[src/rtl/sm83_pkg.sv]
// rtl/sm83_pkg.sv - shared types and constants for the sm83 OAM DMA block
package sm83_pkg;

    typedef logic [15:0] addr_t;
    typedef logic [7:0]  data_t;

    typedef enum logic [1:0] {
        DMA_IDLE,
        DMA_DELAY,
        DMA_READ,
        DMA_WRITE
    } dma_state_t;

    localparam addr_t DMA_REG_ADDR    = 16'hFF46;
    localparam addr_t OAM_BASE        = 16'hFE00;
    localparam int    DMA_XFER_LEN    = 160;
    localparam int    DMA_START_DELAY = 1;

    // Pages E0..FF mirror C0..DF (echo RAM), so they fold back by 0x20.
    function automatic data_t dma_src_hi(input data_t reg_val);
        return (reg_val <= 8'hDF) ? reg_val : data_t'(reg_val - 8'h20);
    endfunction

endpackage

[src/rtl/sm83_oam_dma.sv]
// rtl/sm83_oam_dma.sv - OAM DMA engine and core/bus master mux
module sm83_oam_dma #(
    parameter sm83_pkg::addr_t DMA_REG_ADDR = sm83_pkg::DMA_REG_ADDR,
    parameter sm83_pkg::addr_t OAM_BASE     = sm83_pkg::OAM_BASE,
    parameter int              XFER_LEN     = sm83_pkg::DMA_XFER_LEN,
    parameter int              START_DELAY  = sm83_pkg::DMA_START_DELAY
) (
    input  logic            clk,
    input  logic            rst,
    input  sm83_pkg::addr_t core_addr,
    input  sm83_pkg::data_t core_w_data,
    input  logic            core_w_wen,
    output sm83_pkg::data_t core_r_data,
    output sm83_pkg::addr_t bus_addr,
    output sm83_pkg::data_t bus_w_data,
    output logic            bus_w_wen,
    input  sm83_pkg::data_t bus_r_data,
    output logic            dma_active
);
    import sm83_pkg::*;

    localparam dma_state_t START_STATE = (START_DELAY == 0) ? DMA_READ : DMA_DELAY;
    localparam data_t      LAST_IDX    = data_t'(XFER_LEN - 1);
    localparam logic [15:0] DLY_LOAD   = (START_DELAY == 0) ? 16'd0 : 16'(START_DELAY - 1);

    dma_state_t  r_state;
    data_t       r_idx;
    data_t       r_dma_reg;
    data_t       r_byte_q;
    data_t       r_src_hi;
    logic [15:0] r_dly;
    logic        r_active;

    logic        w_reg_hit;
    logic        w_reg_wr;

    assign w_reg_hit  = (core_addr == DMA_REG_ADDR);
    assign w_reg_wr   = w_reg_hit & core_w_wen;
    assign dma_active = r_active;

    always_ff @(posedge clk) begin
        if (rst) begin
            r_state   <= DMA_IDLE;
            r_idx     <= '0;
            r_dma_reg <= 8'hFF;
            r_byte_q  <= '0;
            r_src_hi  <= '0;
            r_dly     <= '0;
            r_active  <= 1'b0;
        end else begin
            if (r_state == DMA_READ) begin
                r_byte_q <= bus_r_data;
            end
            // A register write (re)starts the copy from any state; the bus
            // action of the current cycle has already been presented.
            if (w_reg_wr) begin
                r_dma_reg <= core_w_data;
                r_src_hi  <= dma_src_hi(core_w_data);
                r_idx     <= '0;
                r_dly     <= DLY_LOAD;
                r_state   <= START_STATE;
                r_active  <= 1'b1;
            end else begin
                case (r_state)
                    DMA_DELAY: begin
                        if (r_dly == 16'd0) begin
                            r_state <= DMA_READ;
                        end else begin
                            r_dly <= r_dly - 16'd1;
                        end
                    end
                    DMA_READ: begin
                        r_state <= DMA_WRITE;
                    end
                    DMA_WRITE: begin
                        if (r_idx == LAST_IDX) begin
                            r_idx    <= '0;
                            r_state  <= DMA_IDLE;
                            r_active <= 1'b0;
                        end else begin
                            r_idx   <= r_idx + 8'd1;
                            r_state <= DMA_READ;
                        end
                    end
                    default: begin
                    end
                endcase
            end
        end
    end

    always_comb begin
        bus_addr   = core_addr;
        bus_w_data = core_w_data;
        bus_w_wen  = core_w_wen & ~w_reg_hit;
        case (r_state)
            DMA_DELAY: begin
                bus_addr   = OAM_BASE;
                bus_w_data = r_byte_q;
                bus_w_wen  = 1'b0;
            end
            DMA_READ: begin
                bus_addr   = {r_src_hi, 8'h00} + {8'h00, r_idx};
                bus_w_data = r_byte_q;
                bus_w_wen  = 1'b0;
            end
            DMA_WRITE: begin
                bus_addr   = OAM_BASE + {8'h00, r_idx};
                bus_w_data = r_byte_q;
                bus_w_wen  = 1'b1;
            end
            default: begin
            end
        endcase
    end

    always_comb begin
        core_r_data = bus_r_data;
        if (w_reg_hit) begin
            core_r_data = r_dma_reg;
        end else if (r_active) begin
            core_r_data = 8'hFF;
        end
    end

endmodule

[config.mk]
export PLATFORM = sky130hd
export DESIGN_NAME = sm83_oam_dma
export DESIGN_NICKNAME = d
export VERILOG_FILES = /design/src/rtl/sm83_pkg.sv /design/src/rtl/sm83_oam_dma.sv
export SDC_FILE = /design/constraint.sdc
export NUM_CORES = 1
export LEC_CHECK = 0
export ABC_AREA = 1
export BUFFER_PORTS_ARGS = -buffer_cell sky130_fd_sc_hd__buf_2
export CORE_ASPECT_RATIO = 0.5
export CORE_MARGIN = 8
export CORE_UTILIZATION = 50
export CTS_BUF_LIST = sky130_fd_sc_hd__clkbuf_4 sky130_fd_sc_hd__clkbuf_8 sky130_fd_sc_hd__clkbuf_16
export DETAILED_ROUTE_END_ITERATION = 6
export GPL_TIMING_DRIVEN = 0
export PLACE_DENSITY = 0.75
export SLEW_MARGIN = 40
export SYNTH_ARGS = -nofsm -noshare
export SYNTH_HDL_FRONTEND = slang
export SYNTH_SLANG_ARGS = --single-unit
[constraint.sdc]
create_clock -name clk -period 1.9 [get_ports clk]
set_input_delay 0.095 -clock clk [delete_from_list [all_inputs] [get_ports clk]]
set_output_delay 0.095 -clock clk [all_outputs]
set_load 0.02 [all_outputs]
==> results.yml <==
clock_tree:
  numCtsBuffers: 5
  htreeDepth: 2
  ctsLongestPathBuffers: 2
  cts_root_buf: "clkbuf_16"
  clk_latency_ns: 0.29
  clock_sinks: 51
  clk_pin_slew_ns: 0.07
  hold_buffers: 0
  cts_tree: "done"
routing:
  num_vias: 2977
  dr.pass1.iters: 6
  drt-total-wl_um: 7831
  drt_iter0_markers: 219
  via_per_inst: 5.106
  wl_per_cell_um: 13.43
  route.detailed.drc: 0
  final_antenna_net_count: 0
die:
  dieArea_um2: 8495
  start_util_pct: 51.72
  die_w_um: 122.6
  io_pins: 69
  core_um2: 5492
  row_count: 19
  die_h_um: 69.30
timing:
  slew_headroom_pct: 62.92
  fin_crit_sh_pct: 94.61
  fin_crit_ns: 1.798
  setup_tns_ns: 0
  setup_violations: 0
  slew_violations: 0
  max_freq_ghz: 0.5563
  rsz0062_at_grt: "false"
  tightest_slew_ns: 0.5562
  finalHoldViolations: 0
  fin_ws_ns: 0.1024
  clock-skew-final_ns: 0.004962
outcome:
  status: "completed"
power:
  p_seq_share_pct: 48.9
  intPower_mw: 1.633
  leakage_nw: 1.688
  p_sw_share_pct: 25.17
  p_switching_uw: 549.5
  combinationalPowerShare_pct: 9.6
  power_mw: 2.183
  p_per_area_nw_per_um2: 630.5
  clockPowerShare_pct: 41.5
  max-vdd-ir-drop_mv: 0.3819
yosys:
  syn_inst: 430
  synth_area_leaders: "dfxtp_1 36%, nand2_1 17%, nor2_1 9.8%"
  syn_nets: 468
  ys_top_cells_by_count: "130 x nand2_1, 74 x nor2_1, 51 x dfxtp_1, 31 x inv_1, 27 x nand3_1"
  syn-mean-instance-area_um2: 6.605
  synth_area_leader_cell: "dfxtp_1"
  ys_ff_latch: 51
  yosysTopAreaCellShare_pct: 35.95
  synthArstFlopShare_pct: 0
  ys_seq_area_share_pct: 35.95
  netlist_area_um2: 2840
  synth.most_common_cell: "nand2_1"
  synth_enable_flop_cells: 0
  synthFlopType: "dfxtp_1"
  synth_warnings: 0
  synth.distinct_cells: 30
global_routing:
  antenna_found_initial: 0
  grt_usage_pct: 19.38
  grt_overflow_total: 0
  grt_pass1_vias: 2860
  grt_pass1_wl_um: 13500
  grt_max_degree: 17
cells_and_area:
  nets: 547
  num_antenna_cells: 0
  drive_above_1_share_pct: 22.55
  largest_reg_flops: 16
  largest_register: "r_dly"
  finalInstanceArea_um2: 3462
  syn_to_final_growth_pct: 21.89
  n_fill_cell: 524
worst_setup_path:
  crit_path_cell_trace: "nor2_4, inv_1, clkbuf_1, nand2_1, o21ai_0, buf_2"
  crit_path_max_fanout: 10
  worstSetupEndpointType: "output port"
  cp.arrival_ns: 1.70
  start_kind: "flip-flop"
  path_buf_inv: 3
  crit_family: "buffers and inverters"
  required_ns: 1.80
  max_stage_delay_ns: 0.47
  slowest_stage: "dfxtp_1"
  criticalPathCategory: "reg -> out"
place:
  hpwl_um: 5763
  detailedPlace.worstSlack_ns: 0.2466
  dpl_cell_area_um2: 3272
  place_congestion: 0.8532
  port_buffers: 68
hold_path:
  hold_path_class: "in -> reg"
job:
  maxCapViolations: 0
[power groups by stage]
stage | Combinational, mW | Clock [mW] | Sequential (mW)
global route | 0.229 | 0.949 | 1.07
floorplan | 0.112 | 0 | 1.09
global placement | 0.211 | 0 | 1.09
detailed placement | 0.210 | 0 | 1.09
CTS | 0.211 | 0.913 | 1.07
finish | 0.209 | 0.905 | 1.07
[repair_timing]
action                                  4_1_cts  5_1_grt
buffers inserted                              1        3
gates resized for setup                       2        3
cloned                                        0        0
pin swaps                                     1        0
endpoints found under the setup margin       21        9
[layout by cell type, fill, tap and decap left out, types with 7 or more instances in the layout]
master / count
nand2_1: 130
nor2_1: 73
buf_2: 70
dfxtp_1: 51
inv_1: 30
nand3_1: 27
a21oi_1: 20
o21ai_0: 17
nand4_1: 10
a21oi_2: 9
xor2_1: 8
o22a_1: 7
[cell families after synthesis]
group	Yosys count	share of synthesized area, %
buf+inv	49	7.709
compound gates	59	13.17
flops	51	35.95
simple gates	259	39.08
fa+ha+maj	3	1.322
xor+xnor	9	2.775
[path summary, 6_finish.rpt]
path,from,to,slack (ns),depth (start not counted)
setup / recovery,r_state[0],bus_w_data[6],0.10,6
hold / removal,rst,dma_active,0.007,2
setup reg to reg,r_dly[0],r_dly[0],0.27,10
hold reg to reg,r_src_hi[0],r_src_hi[0],0.45,2
[per-layer routing]
metal / vias to the layer above / wire [µm] / track usage (%)
li1: 1546 / - / -
met3: 8 / 471 / 4.955
met5: - / 0 / 1.875
met2: 83 / 3616 / 31.14
met1: 1340 / 3688 / 25.07
met4: 0 / 54 / 4.692
[metrics by stage]
stage | instances | hold slack (ns) | util [%]
after floorplan | 430 | 0.1641 | -
after global placement | 571 | 0.3070 | 59.58
after detailed placement | 571 | 0.3112 | 59.58
after CTS | 580 | 0.006160 | 62.43
after global routing | 583 | 0.02309 | 63.04
final | 583 | 0.006734 | 63.04
[area by class of cell]
cell class	count	area, µm²	area share, %
plain buffers	15	95.09	2.747
clock buffers	5	125.1	3.614
clock inverters	3	20.02	0.5782
inverters	34	131.4	3.795
multi-input cells	330	1608	46.44
flip-flops and latches	51	1021	29.49
well taps	73	91.34	2.638
repair buffers	72	370.4	10.70
(Power assumes the default switching activity.)
